===== config.mk =====
export PLATFORM = sky130hd
export DESIGN_NAME = vga_fb_scanout
export DESIGN_NICKNAME = d
export VERILOG_FILES = /design/src/rtl/vga_fb_scanout.sv
export SDC_FILE = /design/constraint.sdc
export NUM_CORES = 1
export LEC_CHECK = 0
export BUFFER_PORTS_ARGS = -buffer_cell sky130_fd_sc_hd__buf_4
export CORE_MARGIN = 10
export CORE_UTILIZATION = 55
export CTS_CLUSTER_DIAMETER = 120
export DETAILED_ROUTE_END_ITERATION = 8
export PLACE_DENSITY = 0.77
export SETUP_SLACK_MARGIN = 0.3
export SLEW_MARGIN = 20
export SYNTH_ARGS = -nofsm -noshare
export SYNTH_HDL_FRONTEND = slang
export SYNTH_SLANG_ARGS = --single-unit

===== constraint.sdc =====
create_clock -name clk -period 2.3 [get_ports clk]
set_input_delay 0.23 -clock clk [delete_from_list [all_inputs] [get_ports clk]]
set_output_delay 0.23 -clock clk [all_outputs]
set_load 0.03 [all_outputs]

===== src/rtl/vga_fb_scanout.sv =====
// vga_fb_scanout: pixel stage behind the VGA timing generator.
// It fetches a 4-bit palette index per pixel from a downscaled framebuffer
// held in synchronous RAM. The index goes through a writable 16 x 12-bit
// palette, and the block drives RGB444 with sync and blank kept
// pixel-aligned to the colour.
//
// Optional feature macro: VGA_FB_SCANOUT_TEST_PATTERN_EN
//   Adds input pattern_en. While pattern_en is high, fetches are suppressed
//   and the palette index becomes in_x[9:6], which draws 64-px vertical bars.
//
// Ports:
//   clk, rst           clock, synchronous active-high reset
//   pix_en             one-clk strobe per pixel period; the pipeline advances on it
//   in_x, in_y         raster coordinates (10 bits each)
//   in_blank/hsync/vsync  timing generator controls
//   fb_addr, fb_rd     framebuffer read request (combinational, same clk as pix_en)
//   fb_data            palette index returned one clk after fb_rd
//   pal_we/idx/rgb     palette write port, {R,G,B}
//   red/green/blue     colour outputs, registered
//   out_hsync/vsync/blank  timing bits delayed by two strobes
//   frame_start        one-clk pulse when pixel (0,0) is presented
module vga_fb_scanout #(
  parameter int unsigned H_ACTIVE    = 640,
  parameter int unsigned V_ACTIVE    = 480,
  parameter int unsigned SCALE_SHIFT = 1,
  parameter int unsigned ADDR_W      = 17
) (
  input  logic              clk,
  input  logic              rst,
  input  logic              pix_en,
  input  logic [9:0]        in_x,
  input  logic [9:0]        in_y,
  input  logic              in_blank,
  input  logic              in_hsync,
  input  logic              in_vsync,
  output logic [ADDR_W-1:0] fb_addr,
  output logic              fb_rd,
  input  logic [3:0]        fb_data,
  input  logic              pal_we,
  input  logic [3:0]        pal_idx,
  input  logic [11:0]       pal_rgb,
  output logic [3:0]        red,
  output logic [3:0]        green,
  output logic [3:0]        blue,
  output logic              out_hsync,
  output logic              out_vsync,
  output logic              out_blank,
`ifdef VGA_FB_SCANOUT_TEST_PATTERN_EN
  input  logic              pattern_en,
`endif
  output logic              frame_start
);

  localparam int unsigned FB_W = H_ACTIVE >> SCALE_SHIFT;

  logic              w_active;
  logic              w_pat;
  logic              w_fetch;
  logic [9:0]        w_xs;
  logic [9:0]        w_ys;
  logic [ADDR_W-1:0] w_lin;
  logic [3:0]        w_fetch_idx;
  logic [3:0]        w_idx;

  logic              r_s1_active;
  logic              r_s1_pat;
  logic [9:0]        r_s1_x;
  logic [9:0]        r_s1_y;
  logic              r_s1_hsync;
  logic              r_s1_vsync;
  logic              r_s1_blank;
  logic              r_rd_d;
  logic [3:0]        r_hold_idx;
  logic [11:0]       r_pal [16];

`ifdef VGA_FB_SCANOUT_TEST_PATTERN_EN
  assign w_pat = pattern_en;
`else
  assign w_pat = 1'b0;
`endif

  // Stage 1 decode: visible pixel test and linear framebuffer address.
  assign w_active = !in_blank && (in_x < 10'(H_ACTIVE)) && (in_y < 10'(V_ACTIVE));
  assign w_xs     = in_x >> SCALE_SHIFT;
  assign w_ys     = in_y >> SCALE_SHIFT;

  generate
    if (FB_W == 320) begin : g_addr_shift
      // 320 = 256 + 64, so the row multiply becomes two shifts and an add.
      assign w_lin = (ADDR_W'(w_ys) << 8) + (ADDR_W'(w_ys) << 6) + ADDR_W'(w_xs);
    end else begin : g_addr_mul
      assign w_lin = ADDR_W'(32'(w_ys) * FB_W) + ADDR_W'(w_xs);
    end
  endgenerate

  // The read request is a one-clk strobe in the pix_en cycle, and it is zero otherwise.
  assign w_fetch = pix_en && w_active && !w_pat && !rst;
  assign fb_rd   = w_fetch;
  assign fb_addr = w_fetch ? w_lin : '0;

  // Stage 1 register.
  always_ff @(posedge clk) begin
    if (rst) begin
      r_s1_active <= 1'b0;
      r_s1_pat    <= 1'b0;
      r_s1_x      <= '0;
      r_s1_y      <= '0;
      r_s1_hsync  <= 1'b0;
      r_s1_vsync  <= 1'b0;
      r_s1_blank  <= 1'b0;
    end else if (pix_en) begin
      r_s1_active <= w_active;
      r_s1_pat    <= w_pat;
      r_s1_x      <= in_x;
      r_s1_y      <= in_y;
      r_s1_hsync  <= in_hsync;
      r_s1_vsync  <= in_vsync;
      r_s1_blank  <= in_blank;
    end
  end

  // Fetch hold: capture RAM data in the clk after the read.
  always_ff @(posedge clk) begin
    if (rst) begin
      r_rd_d     <= 1'b0;
      r_hold_idx <= '0;
    end else begin
      r_rd_d <= w_fetch;
      if (r_rd_d) begin
        r_hold_idx <= fb_data;
      end
    end
  end

  // If the next strobe arrives in the capture clk, the data is still on
  // fb_data and has not reached the hold register yet, so forward it directly.
  assign w_fetch_idx = r_rd_d ? fb_data : r_hold_idx;
  assign w_idx       = r_s1_pat ? r_s1_x[9:6] : w_fetch_idx;

  // Palette: a greyscale ramp on reset. Writes are ignored while rst is high.
  always_ff @(posedge clk) begin
    if (rst) begin
      for (int i = 0; i < 16; i++) begin
        r_pal[i] <= {3{4'(i)}};
      end
    end else if (pal_we) begin
      r_pal[pal_idx] <= pal_rgb;
    end
  end

  // Stage 2: colour and delayed timing. A same-clk palette write is seen one strobe later.
  always_ff @(posedge clk) begin
    if (rst) begin
      red         <= '0;
      green       <= '0;
      blue        <= '0;
      out_hsync   <= 1'b0;
      out_vsync   <= 1'b0;
      out_blank   <= 1'b0;
      frame_start <= 1'b0;
    end else begin
      frame_start <= 1'b0;
      if (pix_en) begin
        {red, green, blue} <= r_s1_active ? r_pal[w_idx] : 12'h000;
        out_hsync          <= r_s1_hsync;
        out_vsync          <= r_s1_vsync;
        out_blank          <= r_s1_blank;
        frame_start        <= r_s1_active && (r_s1_x == 10'd0) && (r_s1_y == 10'd0);
      end
    end
  end

endmodule

[Yosys cells after proc, flatten, opt, wreduce, memory -nomap -nowiden]
Memory sizes are Yosys's and may differ from the RTL's.
Cells that the tools add are included.
Word-level totals
  bits in registers: 45
  bits in read-only memories: 0
  input port bits: 47
  bits in latches: 0
  bits in writable memories: 192
  logic and storage cells: 44
  memories: 1
Memories
  r_pal: words 16, bits a word 12, read ports 1, clocked after memory_dff 0, write ports 16, line 74  | logic [11:0] r_pal [16];
Operators by class
  shift-type cells: 0
  divide/modulo/power cells: 0
  $mul: 0
  $add $sub $neg: 2
  bitwise logic cells: 1
  equal/unequal tests: 0
  magnitude comparators: 2
  multiplexer cells: 11
  reduce and logical (&&, ||, !) cells: 12
Operators with widths (number)
  12-bit two-way mux: 2
  10-bit logical NOT: 2
  17-bit by 15-bit adder with 17-bit output: 1
  17-bit by 9-bit adder with 17-bit output: 1
  17-bit two-way mux: 1
  12-bit OR reduction: 1
  10-bit < comparator (second input constant): 1
  10-bit by 9-bit < comparator with 1-bit output (second input constant): 1
  4-bit two-way mux: 2
  1-bit logical AND: 6
  1-bit two-way mux: 6
  1-bit logical NOT: 2
  2-bit OR reduction: 1
  1-bit NOT: 1

[Longest topological paths before layout]
  depth in word-level cells: 6
  depth in mapped cells: 9
  mapped depth without buffers: 9

[Worst setup path before layout]
No wires, ideal clock.
  kind: input -> output
  from: input port in_x[9]
  to: output port fb_addr[15]
  data required time: 2.070 ns
  cell stages on the path: 9
  setup slack: -0.501 ns
  arrival time: 2.571 ns
  cell sequence: inv_1 -> fa_1 -> inv_1 -> fa_1 -> a21o_1 -> a21oi_1 -> o21bai_1 -> a31oi_1 -> mux2i_1
Between the ends
  longest elaborated chain between the ends: 6
  elaborated cells between the ends (all ways): 7
  those cells by class: 1 x add/sub; 1 x order compare; 1 x mux; 4 x reduce/logical
RTL lines
  start: declaration: line 31  | input logic [9:0] in_x,
  10-bit < comparator: line 83  | assign w_active = !in_blank && (in_x < 10'(H_ACTIVE)) && (in_y < 10'(V_ACTIVE));
  1-bit logical AND (2 in series): line 83
  1-bit logical AND (2 in series): line 97  | assign w_fetch = pix_en && w_active && !w_pat && !rst;
  17-bit two-way mux *: line 99  | assign fb_addr = w_fetch ? w_lin : '0;
  end: declaration: line 36  | output logic [ADDR_W-1:0] fb_addr,
Mark *: on every way between the ends. The rest lies on a longest branch, timed or not.

[Worst setup path after layout]
  from: input port in_y[3]
  to: output port fb_addr[15]
Between the ends
  longest elaborated chain between the ends: 5
  elaborated cells between the ends (all ways): 7
  those cells by class: 2 x add/sub; 1 x order compare; 1 x mux; 3 x reduce/logical
RTL lines
  start: declaration: line 32  | input logic [9:0] in_y,
  parallel branches: the longest is 4 deep, another holds 17-bit by 15-bit adder with 17-bit output
  17-bit two-way mux *: line 99
Mark *: on every way between the ends.

==> impl_summary.txt <==
----------------------------------------------------
[Status]
  Run status ... finished with violations
  Failing checks ... setup timing

[Timing]
  Final period demand of the worst path ... roughly 2700 ps
  Number of failing setup endpoints in the final timing report ... 7
  Unrepaired setup endpoints after global routing ... true
  Final cycle utilization of the critical path ... 1.154
  Clock Skews ... about 8.7 ps
  Actual transition at the worst max-transition pin ... 643.3 ps
  Upper clock frequency limit ... 376.9 MHz
  Setup Total Neg Slack ... -1762 ps
  Number of hold-slack violations in the final timing report ... 0
  Setup WS post-layout ... -353.4 ps
  Tightest slew margin relative to the limit ... 0.5701
  Worst hold margin ... 5.259 ps
  Final max-slew violation count ... 0

[Route]
  Post-detailed-route wirelength per cell ... between 20 and 25 um
  Vias ... a little under 8,000
  Initial drt markers ... roughly 860
  Post-DR vias/cell ... 5.961
  Detailed-router iteration count before antenna repair ... 5
  Total wire length after detailed routing ... 28,880 um
  Antenna-violating nets left ... 0
  Number of design rule violations left after detail routing ... 0

[Floorplanning]
  Chip width ... 162.4 um
  Rows ... 52
  Effective utilization at floorplan ... 0.5548
  I/O pin cnt ... 81
  Placeable core area ... ~0.02 mm^2
  Floorplan die height ... 162.4 um
  Area of the die ... 0.02637 mm^2

[Synth]
  Number of enable flip-flop cells after synthesis ... 192
  Area of the mapped netlist ... 0.01115 mm^2
  Syn_nets ... 959
  Total of flip-flops plus latches after synthesis ... 237
  Cells after synthesis ... 893
  Synth warnings ... 0
  Post-synthesis area per instance ... 12.49 um^2
  Share of async-settable or async-resettable flops after synthesis ... 0
  Portion of the post-synthesis area used by sequential elements ... 0.5977
  Count of unique library cells instantiated by Yosys ... 51
  Most used flip-flop cell after synthesis ... sky130_fd_sc_hd__edfxtp_1

[Worst hold path]
  Hold endpoint ... r_s1_y[5]
  Worst Hold Launch ... in_y[5]
  Path class of the lowest-slack min-delay path ... in -> reg
  Worst hold path cell count ... 3

[Critical path]
  Worst Reg-to-Reg Cells ... 6
  Kind of end point of the critical path ... output pin
  Worst stage delay on the critical path ... 550 ps
  Worst path bufs/invs ... 4
  End of the worst register-to-register path ... green[0]
  Critical path arrival ... approximately 2400 ps
  Cells traversed along the worst timing path ... buf_8, inv_8, fa_1, inv_2, fa_2, a21o_1, a21oi_2, o21bai_1, a31oi_1, mux2i_2, buf_6
  Setup slack on the worst flop-to-flop path ... around 340 ps
  Critical Setup Path Class ... in -> out
  Critical register-to-register path startpoint ... r_rd_d
  CP Launch Type ... input port
  Maximum fanout encountered on the critical timing path ... 3
  Required time at the worst-slack endpoint ... 2070 ps
  Critical path startpoint ... in_y[3]
  Cell at the slowest stage of the critical path ... sky130_fd_sc_hd__fa_1
  Worst path top cell family by delay ... adder cells

[Clock tree]
  Number of clock buffers inserted by TritonCTS ... 24
  Clk sinks ... 237
  Clock slew at reported path FFs ... 60 ps
  Clk root buf ... sky130_fd_sc_hd__clkbuf_16
  Maximum count of clock buffers along a single path ... 3
  Clock tree from TritonCTS ... yes
  H-tree depth reported by CTS ... 1
  Clock latency reported for the late side of the worst-skew pair ... 510 ps

[Global routing]
  First-pass GRT wire length ... 44,640 um
  Number of antenna violations at the first check in global routing ... 0
  GRT Total Usage ... 0.2155
  Global route total overflow ... 0
  Maximum number of pins on one net before global-route repair ... 37
  Vias in the first global route ... 7,815

[Place]
  Quantity of I/O buffers inserted on ports ... 80
  Number of cells after detailed placement ... 1,231
  Placer congestion estimate ... 0.9131
  Half-perimeter wire length after detailed placement ... 19,170 um
  Pre-CTS setup slack ... -308.8 ps

[Layout]
  Share of cells above drive strength 1 ... 0.2427
  Post-Route Utilization ... 0.6645
  Layout overhead on the synthesized area ... 19.78%
  Final nets ... 1,075
  Number of inserted filler cells in the final layout ... 1,427
  Multi-input logic area ... 0.004295 mm^2
  Storage element area ... ~0.0067 mm^2
  Post-route insts no fill ... 1,296
  Antenna Diode Count ... 0

[Power]
  Switching share of total power ... 0.2316
  Internal cell power ... 7.223 mW
  Logic pwr share ... 0.098
  Reported leakage power ... 4.943 nW
  Power share of the clock group ... 0.378
  Share of power burned in registers ... 0.524
  Power per unit of standard cell area ... 703.7 mW/mm^2
  Net switching component of the power ... 2.178 mW
  Largest voltage drop on the vdd net ... 475.1 uV

[Flow run]
  Number of maximum-capacitance constraint violations ... 0

----------------------------------------------------
worst max-delay path by stage:
stage | to | slack (ps) | depth (start not counted)
final | fb_addr[15] | -350 | 11
after global routing | fb_addr[15] | -440 | 11
after global placement | fb_addr[13] | -290 | 11
after floorplan | fb_addr[15] | -150 | 9
after detailed placement | fb_addr[13] | -310 | 11
after CTS | fb_addr[13] | -290 | 11
layout by cell type, fill, tap and decap left out, types with 5 or more instances in the layout:
| cell | instances |
|---|---|
| sky130_fd_sc_hd__nand2b_1 | 21 |
| sky130_fd_sc_hd__ha_1 | 15 |
| sky130_fd_sc_hd__nand3_1 | 27 |
| sky130_fd_sc_hd__o21ai_0 | 6 |
| sky130_fd_sc_hd__a22oi_1 | 5 |
| sky130_fd_sc_hd__inv_1 | 5 |
| sky130_fd_sc_hd__clkinv_2 | 6 |
| sky130_fd_sc_hd__o22ai_1 | 5 |
| sky130_fd_sc_hd__mux2i_1 | 52 |
| sky130_fd_sc_hd__nor4_1 | 5 |
| sky130_fd_sc_hd__and2_1 | 105 |
| sky130_fd_sc_hd__buf_4 | 124 |
| sky130_fd_sc_hd__mux4_2 | 24 |
| sky130_fd_sc_hd__or2_2 | 15 |
| sky130_fd_sc_hd__nor3_1 | 6 |
| sky130_fd_sc_hd__or3_1 | 86 |
| sky130_fd_sc_hd__clkbuf_16 | 25 |
| sky130_fd_sc_hd__buf_6 | 10 |
| sky130_fd_sc_hd__nand2_1 | 73 |
| sky130_fd_sc_hd__edfxtp_1 | 192 |
| sky130_fd_sc_hd__dlygate4sd3_1 | 16 |
| sky130_fd_sc_hd__clkbuf_1 | 5 |
| sky130_fd_sc_hd__nor2_1 | 52 |
| sky130_fd_sc_hd__dfxtp_1 | 43 |
| sky130_fd_sc_hd__o2111ai_1 | 8 |
| sky130_fd_sc_hd__nand4_1 | 5 |
| sky130_fd_sc_hd__a21oi_2 | 5 |
Yosys cell counts, drive strengths merged (6+ instances only):
master   instances  area (um^2)
clkbuf          45        168.9
o2111ai         10        87.58
buf             20        133.9
nand2           73        274.0
and2           107        669.4
or2             15        93.84
nor3             6        30.03
a22oi            9        67.56
mux2i           57        570.6
ha              17        212.7
a21oi            8        40.04
o21ai           11        55.05
or3             87        544.3
dfxtp           45        900.9
inv             10        37.54
nand3           27        135.1
nor2            54        202.7
mux4            26        596.8
edfxtp         192         5766
nand2b          21        131.4
tightest hold or removal path, delay by kind of cell:
family / cells / cell delay (ps)
buf+inv: 1 / 110
mux: 1 / 70
simple gates: 1 / 70
area by class of cell:
cell class	instances	area share
multi-input cells	581	0.3215
clock buffers	30	0.04823
well taps	270	0.02529
inverters	10	0.003653
clock inverters	13	0.005058
flip-flops and latches	237	0.4994
repair buffers	155	0.09684
sequential cells by signal, summed over array words and instances, names as in the netlist:
signal and count:
r_pal 192, r_s1_x 10, r_s1_y 10, blue 4
green 4, r_hold_idx 4, red 4, frame_start 1
out_blank 1, out_hsync 1, out_vsync 1, r_rd_d 1
r_s1_active 1, r_s1_blank 1, r_s1_hsync 1, r_s1_vsync 1
power by group through the flow:
| stage | Clock (mW) | Combinational [mW] | Sequential [mW] |
|---|---|---|---|
| floorplan | 0 | 0.504 | 4.99 |
| global placement | 0 | 0.822 | 5.00 |
| detailed placement | 0 | 0.837 | 5.02 |
| CTS | 3.58 | 0.890 | 4.93 |
| global route | 3.76 | 0.992 | 4.94 |
| finish | 3.55 | 0.920 | 4.93 |
cell families (layout without fill, tap and decap cells):
| kind of cell | count (synthesis) | count (layout) | synth area share |
|---|---|---|---|
| AOI/OAI and AO/OA | 65 | 65 | 0.04151 |
| xor gates and xnor gates | 3 | 3 | 0.002356 |
| adders and majority gates | 19 | 19 | 0.02266 |
| buffers and inverters | 75 | 208 | 0.03051 |
| DFF | 237 | 237 | 0.5977 |
| muxes | 86 | 86 | 0.1080 |
| and+or+nand+nor | 408 | 408 | 0.1972 |
repair_timing:
item	CTS	global route
pin swaps	13	12
endpoints found under the setup margin	18	20
hold buffers	16	0
setup buffers	3	3
endpoints found under the hold margin	16	0
gates resized for setup	21	12
through the flow:
step / cell area (um^2) / total power, mW
4_1_cts: 13300 / 9.395
5_1_grt: 13360 / 9.692
3_5_place_dp: 12320 / 5.853
2_1_floorplan: 11230 / 5.498
6_report: 13360 / 9.401
3_3_place_gp: 12320 / 5.826
per-layer routing:
layer,wire length [um],track usage
met1,11660,0.2899
met2,13800,0.3566
met3,2804,0.03488
met4,610,0.05624
met5,0,0
Note: power is estimated with default switching activity, not from simulation.
